==> src/rtl/apb_master_pkg.sv <==
// apb_master_pkg: shared types and defaults for the APB master bridge.
package apb_master_pkg;

   typedef enum logic [1:0] {
      IDLE,
      SETUP,
      ACCESS,
      RESP
   } apb_state_e;

   localparam int DATA_W = 32;
   localparam logic [31:0] DEF_BASE_ADDR = 32'h1A10_0000;

   typedef struct packed {
      logic [DATA_W-1:0] rdata;
      logic              err;
   } apb_rsp_t;

   // A single slave still gets a 1-bit index that must decode to zero.
   function automatic int idx_width(input int n);
      return (n > 1) ? $clog2(n) : 1;
   endfunction

endpackage

==> src/rtl/apb_master_bridge_if.sv <==
// apb_master_bridge_if: core request/response channel plus APB bus.
// master = bridge side; slave = requester and peripheral side.
interface apb_master_bridge_if
   import apb_master_pkg::*;
#(
   parameter int NUM_SLAVES     = 4,
   parameter int APB_ADDR_WIDTH = 12
);

   logic                  req_valid;
   logic                  req_ready;
   logic [DATA_W-1:0]     req_addr;
   logic                  req_we;
   logic [DATA_W-1:0]     req_wdata;

   logic                  rsp_valid;
   logic                  rsp_ready;
   logic [DATA_W-1:0]     rsp_rdata;
   logic                  rsp_err;

   logic [APB_ADDR_WIDTH-1:0] PADDR;
   logic [DATA_W-1:0]     PWDATA;
   logic                  PWRITE;
   logic                  PENABLE;
   logic [NUM_SLAVES-1:0] PSEL;

   logic [NUM_SLAVES-1:0][DATA_W-1:0] PRDATA;
   logic [NUM_SLAVES-1:0] PREADY;
   logic [NUM_SLAVES-1:0] PSLVERR;

   modport master (
      input  req_valid, req_addr, req_we, req_wdata,
      output req_ready,
      output rsp_valid, rsp_rdata, rsp_err,
      input  rsp_ready,
      output PADDR, PWDATA, PWRITE, PENABLE, PSEL,
      input  PRDATA, PREADY, PSLVERR
   );

   modport slave (
      output req_valid, req_addr, req_we, req_wdata,
      input  req_ready,
      input  rsp_valid, rsp_rdata, rsp_err,
      output rsp_ready,
      input  PADDR, PWDATA, PWRITE, PENABLE, PSEL,
      output PRDATA, PREADY, PSLVERR
   );

endinterface

==> src/rtl/apb_master_watchdog.sv <==
// apb_master_watchdog: counts stalled ACCESS cycles; at_limit flags that
// the current stalled cycle is the one that reaches TIMEOUT.
module apb_master_watchdog #(
   parameter int TIMEOUT = 255
) (
   input  logic HCLK,
   input  logic HRESET,
   input  logic clr,
   input  logic en,
   output logic at_limit
);

   localparam int CW    = (TIMEOUT > 0) ? $clog2(TIMEOUT + 1) : 1;
   localparam int LASTI = (TIMEOUT > 0) ? TIMEOUT - 1 : 0;
   localparam logic [CW-1:0] LAST = CW'(LASTI);

   logic [CW-1:0] cnt_q;

   always_ff @(posedge HCLK or negedge HRESET) begin
      if (!HRESET) begin
         cnt_q <= '0;
      end else if (clr) begin
         cnt_q <= '0;
      end else if (en && (TIMEOUT != 0)) begin
         cnt_q <= cnt_q + 1'b1;
      end
   end

   assign at_limit = (TIMEOUT != 0) && (cnt_q == LAST);

endmodule

==> src/rtl/apb_master_bridge.sv <==
// apb_master_bridge: single-initiator APB master behind a valid/ready
// load/store port, with address decode and an ACCESS watchdog.
module apb_master_bridge
   import apb_master_pkg::*;
#(
   parameter logic [31:0] BASE_ADDR = DEF_BASE_ADDR,
   parameter int NUM_SLAVES         = 4,
   parameter int APB_ADDR_WIDTH     = 12,
   parameter int TIMEOUT            = 255
) (
   input logic HCLK,
   input logic HRESET,
   apb_master_bridge_if.master bus
);

   localparam int IDX_W  = idx_width(NUM_SLAVES);
   localparam int TOP_LO = APB_ADDR_WIDTH + IDX_W;
   localparam logic [IDX_W:0] SLV_CNT = (IDX_W + 1)'(NUM_SLAVES);

   apb_state_e state_q, state_d;

   logic [IDX_W-1:0]          idx_q;
   logic [APB_ADDR_WIDTH-1:0] paddr_q;
   logic [DATA_W-1:0]         pwdata_q;
   logic                      pwrite_q;
   apb_rsp_t                  rsp_q, rsp_d;
   logic                      capture;

   logic [IDX_W-1:0] req_idx;
   logic             hit;
   logic             accept;
   logic             sel_ready;
   logic             sel_err;
   logic [DATA_W-1:0] sel_rdata;
   logic             wd_clr;
   logic             wd_en;
   logic             wd_limit;

   assign req_idx = bus.req_addr[APB_ADDR_WIDTH +: IDX_W];
   assign hit = (bus.req_addr[DATA_W-1:TOP_LO] == BASE_ADDR[DATA_W-1:TOP_LO])
              && ({1'b0, req_idx} < SLV_CNT);
   assign accept = (state_q == IDLE) && bus.req_valid;

   // Per-slave returns are muxed by the index latched at accept.
   assign sel_ready = bus.PREADY[idx_q];
   assign sel_err   = bus.PSLVERR[idx_q];
   assign sel_rdata = bus.PRDATA[idx_q];

   assign wd_clr = accept && hit;
   assign wd_en  = (state_q == ACCESS) && !sel_ready;

   apb_master_watchdog #(
      .TIMEOUT (TIMEOUT)
   ) u_wd (
      .HCLK     (HCLK),
      .HRESET   (HRESET),
      .clr      (wd_clr),
      .en       (wd_en),
      .at_limit (wd_limit)
   );

   always_ff @(posedge HCLK or negedge HRESET) begin
      if (!HRESET) begin
         state_q <= IDLE;
      end else begin
         state_q <= state_d;
      end
   end

   always_comb begin
      state_d = state_q;
      capture = 1'b0;
      rsp_d   = '0;
      unique case (state_q)
         IDLE: begin
            if (accept) begin
               if (hit) begin
                  state_d = SETUP;
               end else begin
                  state_d   = RESP;
                  capture   = 1'b1;
                  rsp_d.err = 1'b1;
               end
            end
         end
         SETUP: begin
            state_d = ACCESS;
         end
         ACCESS: begin
            if (sel_ready) begin
               state_d     = RESP;
               capture     = 1'b1;
               rsp_d.rdata = pwrite_q ? '0 : sel_rdata;
               rsp_d.err   = sel_err;
            end else if (wd_limit) begin
               state_d   = RESP;
               capture   = 1'b1;
               rsp_d.err = 1'b1;
            end
         end
         RESP: begin
            if (bus.rsp_ready) begin
               state_d = IDLE;
            end
         end
         default: begin
            state_d = IDLE;
         end
      endcase
   end

   always_ff @(posedge HCLK or negedge HRESET) begin
      if (!HRESET) begin
         idx_q    <= '0;
         paddr_q  <= '0;
         pwdata_q <= '0;
         pwrite_q <= 1'b0;
      end else if (accept) begin
         idx_q    <= req_idx;
         paddr_q  <= bus.req_addr[APB_ADDR_WIDTH-1:0];
         pwdata_q <= bus.req_wdata;
         pwrite_q <= bus.req_we;
      end
   end

   always_ff @(posedge HCLK or negedge HRESET) begin
      if (!HRESET) begin
         rsp_q <= '0;
      end else if (capture) begin
         rsp_q <= rsp_d;
      end
   end

   always_comb begin
      bus.PSEL = '0;
      if ((state_q == SETUP) || (state_q == ACCESS)) begin
         bus.PSEL[idx_q] = 1'b1;
      end
   end

   assign bus.PENABLE   = (state_q == ACCESS);
   assign bus.PADDR     = paddr_q;
   assign bus.PWDATA    = pwdata_q;
   assign bus.PWRITE    = pwrite_q;
   assign bus.req_ready = (state_q == IDLE);
   assign bus.rsp_valid = (state_q == RESP);
   assign bus.rsp_rdata = rsp_q.rdata;
   assign bus.rsp_err   = rsp_q.err;

endmodule

==> src/flat_wrapper.sv <==
// flat-port wrapper written by rule: the top's interface ports become plain ports
module apb_master_bridge_flat import apb_master_pkg::*;
#(
   parameter logic [31:0] BASE_ADDR = DEF_BASE_ADDR,
   parameter int NUM_SLAVES         = 4,
   parameter int APB_ADDR_WIDTH     = 12,
   parameter int TIMEOUT            = 255
)
  (HCLK, HRESET, bus_req_valid, bus_req_addr, bus_req_we, bus_req_wdata, bus_req_ready, bus_rsp_valid, bus_rsp_rdata, bus_rsp_err, bus_rsp_ready, bus_PADDR, bus_PWDATA, bus_PWRITE, bus_PENABLE, bus_PSEL, bus_PRDATA, bus_PREADY, bus_PSLVERR);
  apb_master_bridge_if #(.NUM_SLAVES(NUM_SLAVES), .APB_ADDR_WIDTH(APB_ADDR_WIDTH)) bus_i ();
  input logic HCLK;
  input logic HRESET;
  input wire logic [$bits(bus_i.req_valid)-1:0] bus_req_valid;
  input wire logic [$bits(bus_i.req_addr)-1:0] bus_req_addr;
  input wire logic [$bits(bus_i.req_we)-1:0] bus_req_we;
  input wire logic [$bits(bus_i.req_wdata)-1:0] bus_req_wdata;
  output wire logic [$bits(bus_i.req_ready)-1:0] bus_req_ready;
  output wire logic [$bits(bus_i.rsp_valid)-1:0] bus_rsp_valid;
  output wire logic [$bits(bus_i.rsp_rdata)-1:0] bus_rsp_rdata;
  output wire logic [$bits(bus_i.rsp_err)-1:0] bus_rsp_err;
  input wire logic [$bits(bus_i.rsp_ready)-1:0] bus_rsp_ready;
  output wire logic [$bits(bus_i.PADDR)-1:0] bus_PADDR;
  output wire logic [$bits(bus_i.PWDATA)-1:0] bus_PWDATA;
  output wire logic [$bits(bus_i.PWRITE)-1:0] bus_PWRITE;
  output wire logic [$bits(bus_i.PENABLE)-1:0] bus_PENABLE;
  output wire logic [$bits(bus_i.PSEL)-1:0] bus_PSEL;
  input wire logic [$bits(bus_i.PRDATA)-1:0] bus_PRDATA;
  input wire logic [$bits(bus_i.PREADY)-1:0] bus_PREADY;
  input wire logic [$bits(bus_i.PSLVERR)-1:0] bus_PSLVERR;
  assign bus_i.req_valid = bus_req_valid;
  assign bus_i.req_addr = bus_req_addr;
  assign bus_i.req_we = bus_req_we;
  assign bus_i.req_wdata = bus_req_wdata;
  assign bus_req_ready = bus_i.req_ready;
  assign bus_rsp_valid = bus_i.rsp_valid;
  assign bus_rsp_rdata = bus_i.rsp_rdata;
  assign bus_rsp_err = bus_i.rsp_err;
  assign bus_i.rsp_ready = bus_rsp_ready;
  assign bus_PADDR = bus_i.PADDR;
  assign bus_PWDATA = bus_i.PWDATA;
  assign bus_PWRITE = bus_i.PWRITE;
  assign bus_PENABLE = bus_i.PENABLE;
  assign bus_PSEL = bus_i.PSEL;
  assign bus_i.PRDATA = bus_PRDATA;
  assign bus_i.PREADY = bus_PREADY;
  assign bus_i.PSLVERR = bus_PSLVERR;
  apb_master_bridge #(.BASE_ADDR(BASE_ADDR), .NUM_SLAVES(NUM_SLAVES), .APB_ADDR_WIDTH(APB_ADDR_WIDTH), .TIMEOUT(TIMEOUT)) u_core (.HCLK(HCLK), .HRESET(HRESET), .bus(bus_i));
endmodule
==> config.mk <==
export PLATFORM = sky130hd
export DESIGN_NAME = apb_master_bridge_flat
export DESIGN_NICKNAME = d
export VERILOG_FILES = /design/src/rtl/apb_master_pkg.sv /design/src/rtl/apb_master_bridge_if.sv /design/src/rtl/apb_master_watchdog.sv /design/src/rtl/apb_master_bridge.sv /design/src/flat_wrapper.sv
export SDC_FILE = /design/constraint.sdc
export NUM_CORES = 1
export LEC_CHECK = 0
export CAP_MARGIN = 20
export CORE_MARGIN = 4
export CORE_UTILIZATION = 40
export DETAILED_ROUTE_END_ITERATION = 8
export PLACE_DENSITY = 0.84
export SLEW_MARGIN = 20
export SYNTH_ARGS = -nofsm -noshare
export SYNTH_HDL_FRONTEND = slang
export SYNTH_SLANG_ARGS = --single-unit
export TNS_END_PERCENT = 50
==> constraint.sdc <==
create_clock -name HCLK -period 2.88 [get_ports HCLK]
set_input_delay 0.576 -clock HCLK [delete_from_list [all_inputs] [get_ports HCLK]]
set_output_delay 0.576 -clock HCLK [all_outputs]
set_load 0.1 [all_outputs]
==> results.toml, run 1 <==
[global_routing]
grt_util_all_layers_pct = 21.8
grt_overflow = 0
grt_antenna_before_repair = 0
use_met3_pct = 6.00
grt_pass1_wl_mm = 22.3
grt_busiest_layer = "met2"
use_met2_pct = 40.9
grt_max_degree = 50
grtUsageMet1_pct = 22.5
grt_pass1_vias = 4327

[sta]
max_freq_mhz = 431
slew_headroom_pct = 50.8
finalSetupViolCount = 0
timing.final.crit_share_pct = 80.5
skew_ps = 6.89
tightest_slew_ps = 738
setup-tns-final_ps = 0
min_period_ps = 2320
finalHoldViolations = 0
rsz0062_at_grt = "no"
drv_slew = 0

[clock_tree]
cts.sinks = 90
postCtsHoldBufs = 0
cts_tree = "yes"
cts.repair.resized = 0
ctsHtreeMaxLevel = 3
cts_buffer_depth = 2
clkLatencyLatePin_ps = 330
post_cts_buffers = 0
cts-buffers-inserted = 9
path_clk_slew_ps = 60
cts_root_buffer = "clkbuf_16"

[critical_path]
cp_top_family = "buffers and inverters"
crit_path_end_kind = "output port"
crit_path_max_fanout = 38
rrSetupSlack_ps = 940
required_ps = 2300
path_class = "register to output port"
crit_arrival_ps = 1740
critPathLaunchType = "register"
r2r_end = "u_core.bus.rsp_rdata[8]"
r2r_cells = 5
r2r-start = "u_core.idx_q[0]"
path_cells = "buf_4, and3b_1, buf_12"
cp_slowest_cell = "buf_4"
critical_path_buf_inv_count = 2
slowest_delay_ps = 530

[layout]
multiInputGateArea_sq_um = 2200
fin_nets = 826
antenna_cells = 0
fin_util_pct = 70.1
fill_cells = 825
regArea_sq_um = 2250
drive_above_1_share_pct = 31.6
area_growth_pct = 69.0

[placed_design]
detailed_place_hpwl_mm = 11.7
gp_congestion = 0.884
port-buffer-count = 289

[synthesis]
synth_top_area_cell = "dfrtp_1"
async_reset_ff_share_pct = 100
synth_nets = 545
synthTopCellsByArea = "dfrtp_1 (49%), mux4_2 (17%), mux2_2 (12%)"
yosys-top-cells-count = "dfrtp_1 (90), mux2_2 (47), nand3_1 (35)"
synthMostInstantiatedCell = "dfrtp_1"
avgSynthCellArea_sq_um = 13.7
synth_edf_count = 0
synth_top_area_share_pct = 49.2
netlist_area_sq_um = 4570
synth.distinct_cells = 34
synth-seq-cells = 90
postSynthCellCount = 334
seq_area_frac_synth_pct = 49.2
synth_ff_type = "dfrtp_1"
ys.warnings.count = 0

[floorplan]
ios = 290
core_sq_um = 11000
die_h_um = 115
die_area_sq_um = 13200
die_w_um = 115
initial_core_util_pct = 41.5
rows = 38

[job]
timing.max_cap.violations = 0

[hold_path]
min_path_type = "input pin to async pin"

[route]
vias = 4010
drc = 0
drt-total-wl_mm = 14.5
dr.first_iter.drc_count = 129
ant_nets = 0
vias_per_cell = 5.28
dr.pass1.iters = 5
wire_per_inst_um = 19.1

[run_status]
status = "complete, no violations"
[per-layer routing]
| metal | part of all wire (%) | wire (um) | up-vias |
|---|---|---|---|
| met1 | 35 | 5030 | 1953 |
| li1 | - | - | 1847 |
| met3 | 8.4 | 1220 | 25 |
| met2 | 54 | 7830 | 185 |
| met4 | 2.8 | 411 | 0 |
| met5 | 0 | 0 | - |
[worst max path at each step]
| stage | startpoint | to | slack [ps] | cells after the start |
|---|---|---|---|---|
| after floorplan | u_core.idx_q[1] | bus_PSEL[2] | -30 | 4 |
| after global placement | bus_PREADY[1] | u_core.bus.rsp_rdata[11] | 190 | 5 |
| after detailed placement | bus_PREADY[3] | u_core.bus.rsp_rdata[9] | 380 | 6 |
| after CTS | u_core.idx_q[0] | bus_PSEL[3] | 480 | 3 |
| after global routing | u_core.idx_q[0] | bus_PSEL[1] | 390 | 3 |
| final | u_core.idx_q[0] | bus_PSEL[1] | 560 | 3 |
[kinds of logic after synthesis]
group | count (synthesis) | synth area share [%]
and+or+nand+nor | 76 | 8.86
AOI/OAI and AO/OA | 41 | 7.52
DFF | 90 | 49.2
xor gates and xnor gates | 5 | 0.957
adders and majority gates | 6 | 1.64
buffers and inverters | 33 | 3.04
muxes | 83 | 28.7
[placed cells by master (no fill, tap or decap), types with 2 or more instances in the layout]
cell type and count:
a21oi_1 3, and3_1 3, and4_1 2, buf_12 6
buf_4 87, clkbuf_16 9, clkdlybuf4s50_1 203, clkinv_2 3
clkinvlp_4 2, dfrtp_1 89, ha_1 6, inv_1 7
mux2_2 47, mux2i_1 2, mux4_2 34, nand2_1 5
nand3_1 35, nor2_1 12, nor3_1 2, nor3b_2 2
nor4_1 5, nor4b_1 2, o2bb2ai_1 32, xnor2_1 5
[per-stage QoR]
stage / hold WS, ps / instance area (sq um) / cells / setup WS [ps]
final: 270 / 7730 / 760 / 562
after global placement: 489 / 7450 / 744 / 186
after CTS: 285 / 7730 / 760 / 483
after floorplan: 280 / 4580 / 334 / -26.2
after detailed placement: 494 / 7460 / 744 / 377
after global routing: 320 / 7730 / 760 / 394
[area by class of cell]
class,count,share of cell area [%]
inverter,7,0.340
sequential,90,29.1
timing repair buffer,296,36.3
clock inverter,5,0.388
multi-input combinational,211,28.4
tap,140,2.27
clock buffer,11,3.14
[sequential cells by signal, indices dropped and copies added, names as in the netlist]
signal                count
u_core.bus.PWDATA        32
u_core.bus.rsp_rdata     32
u_core.bus.PADDR         12
u_core.u_wd.cnt_q         8
u_core.idx_q              2
u_core.state_q            2
u_core.bus.PWRITE         1
u_core.bus.rsp_err        1
Power of run 1 is not shown: default switching activity piles up to over one toggle a cycle in this logic, so the estimate is an artifact.
==> inputs of run 2 (changes only) <==
--- a/config.mk
+++ b/config.mk
@@ -7,9 +7,9 @@
 export LEC_CHECK = 0
 export CAP_MARGIN = 20
 export CORE_MARGIN = 4
-export CORE_UTILIZATION = 40
+export CORE_UTILIZATION = 33
 export DETAILED_ROUTE_END_ITERATION = 8
-export PLACE_DENSITY = 0.84
+export PLACE_DENSITY = 0.74
 export SLEW_MARGIN = 20
 export SYNTH_ARGS = -nofsm -noshare
 export SYNTH_HDL_FRONTEND = slang
==> constraint.sdc (replaced) <==
create_clock -name HCLK -period 1.9 [get_ports HCLK]
set_input_delay 0.38 -clock HCLK [delete_from_list [all_inputs] [get_ports HCLK]]
set_output_delay 0.38 -clock HCLK [all_outputs]
set_load 0.1 [all_outputs]
==> results.toml, run 2 (synthesized netlist as in run 1, its figures left out) <==
[route]
wire_per_inst_um = 18.5
vias = 4014
dr.first_iter.drc_count = 127
drc = 0
vias_per_cell = 5.00
dr.pass1.iters = 4
drt-total-wl_mm = 14.9
ant_nets = 0

[critical_path]
crit_arrival_ps = 1510
crit_path_end_kind = "output port"
required_ps = 1520
cp_slowest_cell = "dfrtp_1"
critPathLaunchType = "register"
cp_top_family = "flip-flops"
crit_path_max_fanout = 5
critical_path_buf_inv_count = 2
path_cells = "inv_2, ha_4, nor3b_4, buf_12"
path_class = "register to output port"
slowest_delay_ps = 360

[clock_tree]
cts_root_buffer = "clkbuf_16"
ctsHtreeMaxLevel = 3
clkLatencyLatePin_ps = 330
path_clk_slew_ps = 60
cts_buffer_depth = 2
cts-buffers-inserted = 9
cts.sinks = 90
cts_tree = "yes"

[power]
power.density_nw_per_um2 = 2050
p_sw_uw = 9260
clkPwrFrac_pct = 10.1
peakVddDrop_mv = 0.705
internal-power_uw = 7710
totalPowerFinal_uw = 17000
power_leakage_uw = 0.00341
p_seq_share_pct = 19.7
comb_power_share_pct = 70.2
p_sw_share_pct = 54.6

[sta]
rsz0062_at_grt = "yes"
setup-tns-final_ps = 0
max_freq_mhz = 529
layout_setup_ws_ps = 8.05
slew_headroom_pct = 68.1
hold-worst-slack_ps = 506
skew_ps = 4.40
tightest_slew_ps = 478
finalHoldViolations = 0
min_period_ps = 1890
timing.final.crit_share_pct = 99.6
drv_slew = 0
finalSetupViolCount = 0

[global_routing]
grt_antenna_before_repair = 0
grt_pass1_vias = 4445
grt_max_degree = 49
grt_pass1_wl_mm = 23.3
grt_util_all_layers_pct = 18.4
grt_overflow = 0

[placed_design]
placed_area_sq_um = 7950
port-buffer-count = 289
place_ws_ps = -286
gp_congestion = 0.832
detailed_place_hpwl_mm = 12.1

[hold_path]
min_path_type = "register to register"

[job]
timing.max_cap.violations = 0

[layout]
final_common_cell = "clkdlybuf4s50_1"
post-route-cell-area_sq_um = 8260
antenna_cells = 0
area_growth_pct = 80.7
layout_common_cells = "clkdlybuf4s50_1 (203), dfrtp_1 (89), buf_4 (64)"
fin_nets = 834
drive_above_1_share_pct = 33.2

[floorplan]
die_w_um = 126
core_sq_um = 13400
initial_core_util_pct = 34.1
ios = 290
rows = 42
die_area_sq_um = 15800
die_h_um = 126

[run_status]
status = "complete, no violations"
## run 2: cell count changes in the layout (fill, tap and decap cells not counted), sizes merged
cell	change
clkbuf	+1
dlygate4sd3	+1
clkinvlp	-2
buf	+7
bufinv	+1
clkinv	-1
## run 2: power groups by stage
stage          Clock, uW  Combinational (uW)  Sequential (uW)
2_1_floorplan          0                3400             8460
3_3_place_gp           0               11800             3330
3_5_place_dp           0               12000             3390
4_1_cts             1760               12000             3340
5_1_grt             1860               12300             3440
6_report            1710               11900             3340
## run 2: worst paths after layout
check	start	cells after the start	to	slack, ps
setup / recovery	u_core.state_q[0]	4	bus_PSEL[0]	8
hold / removal	u_core.bus.PWDATA[22]	1	u_core.bus.PWDATA[22]	510
setup reg to reg	u_core.idx_q[0]	4	u_core.u_wd.cnt_q[4]	100
hold reg to reg	u_core.bus.PWDATA[22]	1	u_core.bus.PWDATA[22]	510
max in group asynchronous	HRESET	3	u_core.bus.rsp_rdata[7]	790
min in group asynchronous	HRESET	2	u_core.bus.PADDR[10]	530
## run 2: final cells by class
cell class	instances	area, sq um
clock buffers	12	246
clock inverters	3	40.0
fillers	1037	5140
inverters	7	26.3
multi-input cells	211	2230
flip-flops and latches	90	2250
well taps	176	220
repair buffers	304	3240
## run 2: metrics by stage
stage,instances,utilization (%)
floorplan,334,-
global placement,784,59.3
detailed placement,784,59.3
CTS,801,61.6
global route,803,61.7
finish,803,61.7
## run 2: repair_timing
item	CTS	global route
gates resized for setup	1	1
endpoints found under the setup margin	4	5
setup buffers	1	2
hold endpoints to repair	26	0
hold buffers	1	0
pin swaps	0	1
## run 2: layer usage
metal	vias up	global-route usage (%)	part of all wire, %
met1	1916	20.3	35
met4	0	5.36	2.2
li1	1860	-	-
met3	20	5.97	9.1
met5	-	0	0
met2	218	33.9	53
(Power assumes the default switching activity.)
==> inputs of run 3 (changes only) <==
--- a/config.mk
+++ b/config.mk
@@ -7,9 +7,9 @@
 export LEC_CHECK = 0
 export CAP_MARGIN = 20
 export CORE_MARGIN = 4
-export CORE_UTILIZATION = 33
+export CORE_UTILIZATION = 37
 export DETAILED_ROUTE_END_ITERATION = 8
-export PLACE_DENSITY = 0.74
+export PLACE_DENSITY = 0.78
 export SLEW_MARGIN = 20
 export SYNTH_ARGS = -nofsm -noshare
 export SYNTH_HDL_FRONTEND = slang
==> constraint.sdc (replaced) <==
create_clock -name HCLK -period 1.77 [get_ports HCLK]
set_input_delay 0.354 -clock HCLK [delete_from_list [all_inputs] [get_ports HCLK]]
set_output_delay 0.354 -clock HCLK [all_outputs]
set_load 0.1 [all_outputs]
==> results.toml, run 3 (synthesized netlist as in run 1, its figures left out) <==
[run_status]
failed_checks = "setup timing"
status = "complete, but fails checks"

[power]
peakVddDrop_mv = 0.815
power_leakage_uw = 0.00376
power.density_nw_per_um2 = 2230

[clock_tree]
path_clk_slew_ps = 60
cts_root_buffer = "clkbuf_16"
cts.sinks = 90
clkLatencyLatePin_ps = 330
cts_buffer_depth = 2
ctsHtreeMaxLevel = 3
cts_tree = "yes"
cts-buffers-inserted = 9

[route]
vias_per_cell = 5.11
vias = 4117
dr.first_iter.drc_count = 241
ant_nets = 0
dr.pass1.iters = 4
drc = 0
wire_per_inst_um = 19.4
drt-total-wl_mm = 15.7

[placed_design]
gp_congestion = 0.853
detailed_place_hpwl_mm = 12.6
place_ws_ps = -421
port-buffer-count = 289

[critical_path]
crit_arrival_ps = 1520
crit_path_max_fanout = 5
critPathLaunchType = "register"
crit_path_end_kind = "output port"
cp_slowest_cell = "dfrtp_1"
required_ps = 1420
path_class = "register to output port"
r2r_cells = 4
cp_top_family = "flip-flops"
critical_path_buf_inv_count = 2
path_cells = "inv_2, ha_4, nor3b_4, buf_12"
slowest_delay_ps = 370
crit_cells = 4

[floorplan]
core_sq_um = 12100
die_w_um = 119
initial_core_util_pct = 37.9
die_area_sq_um = 14200
rows = 40
die_h_um = 119
ios = 290

[hold_path]
min_path_type = "input pin to async pin"

[layout]
fin_util_pct = 75.8
antenna_cells = 0
area_growth_pct = 99.8
drive_above_1_share_pct = 35.6
final_common_cell = "clkdlybuf4s50_1"
fin_nets = 844
fill_cells = 755
layout_common_cells = "clkdlybuf4s50_1 (199), buf_12 (93), dfrtp_1 (89)"

[global_routing]
grt_antenna_before_repair = 0
grt_pass1_wl_mm = 23.7
grt_max_degree = 45
grt_pass1_vias = 4639
grt_overflow = 0
grt_util_all_layers_pct = 21.3

[sta]
timing.final.crit_share_pct = 106
slew_headroom_pct = 76.0
finalSetupViolCount = 4
finalHoldViolations = 0
drv_slew = 0
max_freq_mhz = 535
rsz0062_at_grt = "yes"
min_period_ps = 1870
layout_setup_ws_ps = -99.9
skew_ps = 5.18
hold-worst-slack_ps = 512
tightest_slew_ps = 360

[job]
timing.max_cap.violations = 0
[run 3: changes by cell type in the layout (fill, tap and decap cells not counted), sizes merged]
cell           change
buf                +7
dlymetal6s2s       +4
mux4               +1
clkinv             +1
clkbuf             -1
clkinvlp           +3
bufbuf             +1
bufinv             -1
clkdlybuf4s50      -4
[run 3: repair_timing]
item,in CTS,in global routing
gates resized for setup,2,12
hold endpoints to repair,22,0
buffers inserted,3,2
hold buffers,1,0
pin swaps,2,3
gates cloned,1,2
endpoints found under the setup margin,5,41
[run 3: cell type report]
class | count | area [sq um] | area share (%)
Clock buffer | 10 | 229 | 2.51
Clock inverter | 6 | 42.5 | 0.466
Inverter | 7 | 30.0 | 0.329
Multi-Input combinational cell | 212 | 2300 | 25.1
Sequential cell | 90 | 2250 | 24.7
Tap cell | 168 | 210 | 2.30
Timing Repair Buffer | 313 | 4080 | 44.6
[run 3: per-stage QoR]
| step | total power, uW | instance area (sq um) | std cells | setup TNS (ps) |
|---|---|---|---|---|
| 6_report | 20400 | 9140 | 806 | -203 |
| 5_1_grt | 21100 | 9140 | 806 | -709 |
| 4_1_cts | 20300 | 9030 | 802 | -440 |
| 3_5_place_dp | 18400 | 8690 | 781 | -13350 |
| 3_3_place_gp | 18100 | 8690 | 781 | -9690 |
| 2_1_floorplan | 12800 | 4650 | 334 | -227 |
[run 3: final timing paths]
| check | start | slack, ps | end |
|---|---|---|---|
| setup / recovery | u_core.state_q[1] | -100 | bus_PSEL[0] |
| hold / removal | HRESET | 510 | u_core.bus.PWRITE |
| setup reg to reg | u_core.idx_q[0] | 0 | u_core.u_wd.cnt_q[6] |
| hold reg to reg | u_core.u_wd.cnt_q[7] | 560 | u_core.u_wd.cnt_q[7] |
| max in group asynchronous | HRESET | 720 | u_core.bus.PWDATA[22] |
| min in group HCLK | u_core.u_wd.cnt_q[7] | 560 | u_core.u_wd.cnt_q[7] |
[run 3: layer usage]
layer  wire length, um  track usage (%)  part of all wire, %
met1              5650             22.8                   36
met2              8590             40.2                   55
met3              1030             4.99                  6.6
met4               382             7.82                  2.4
met5                 0                0                    0
[run 3: report_power, final]
group	internal, uW	switching [uW]	leakage (uW)
Clock	954	785	0.000129
Combinational	5930	8780	0.00252
Sequential	2960	971	0.00111
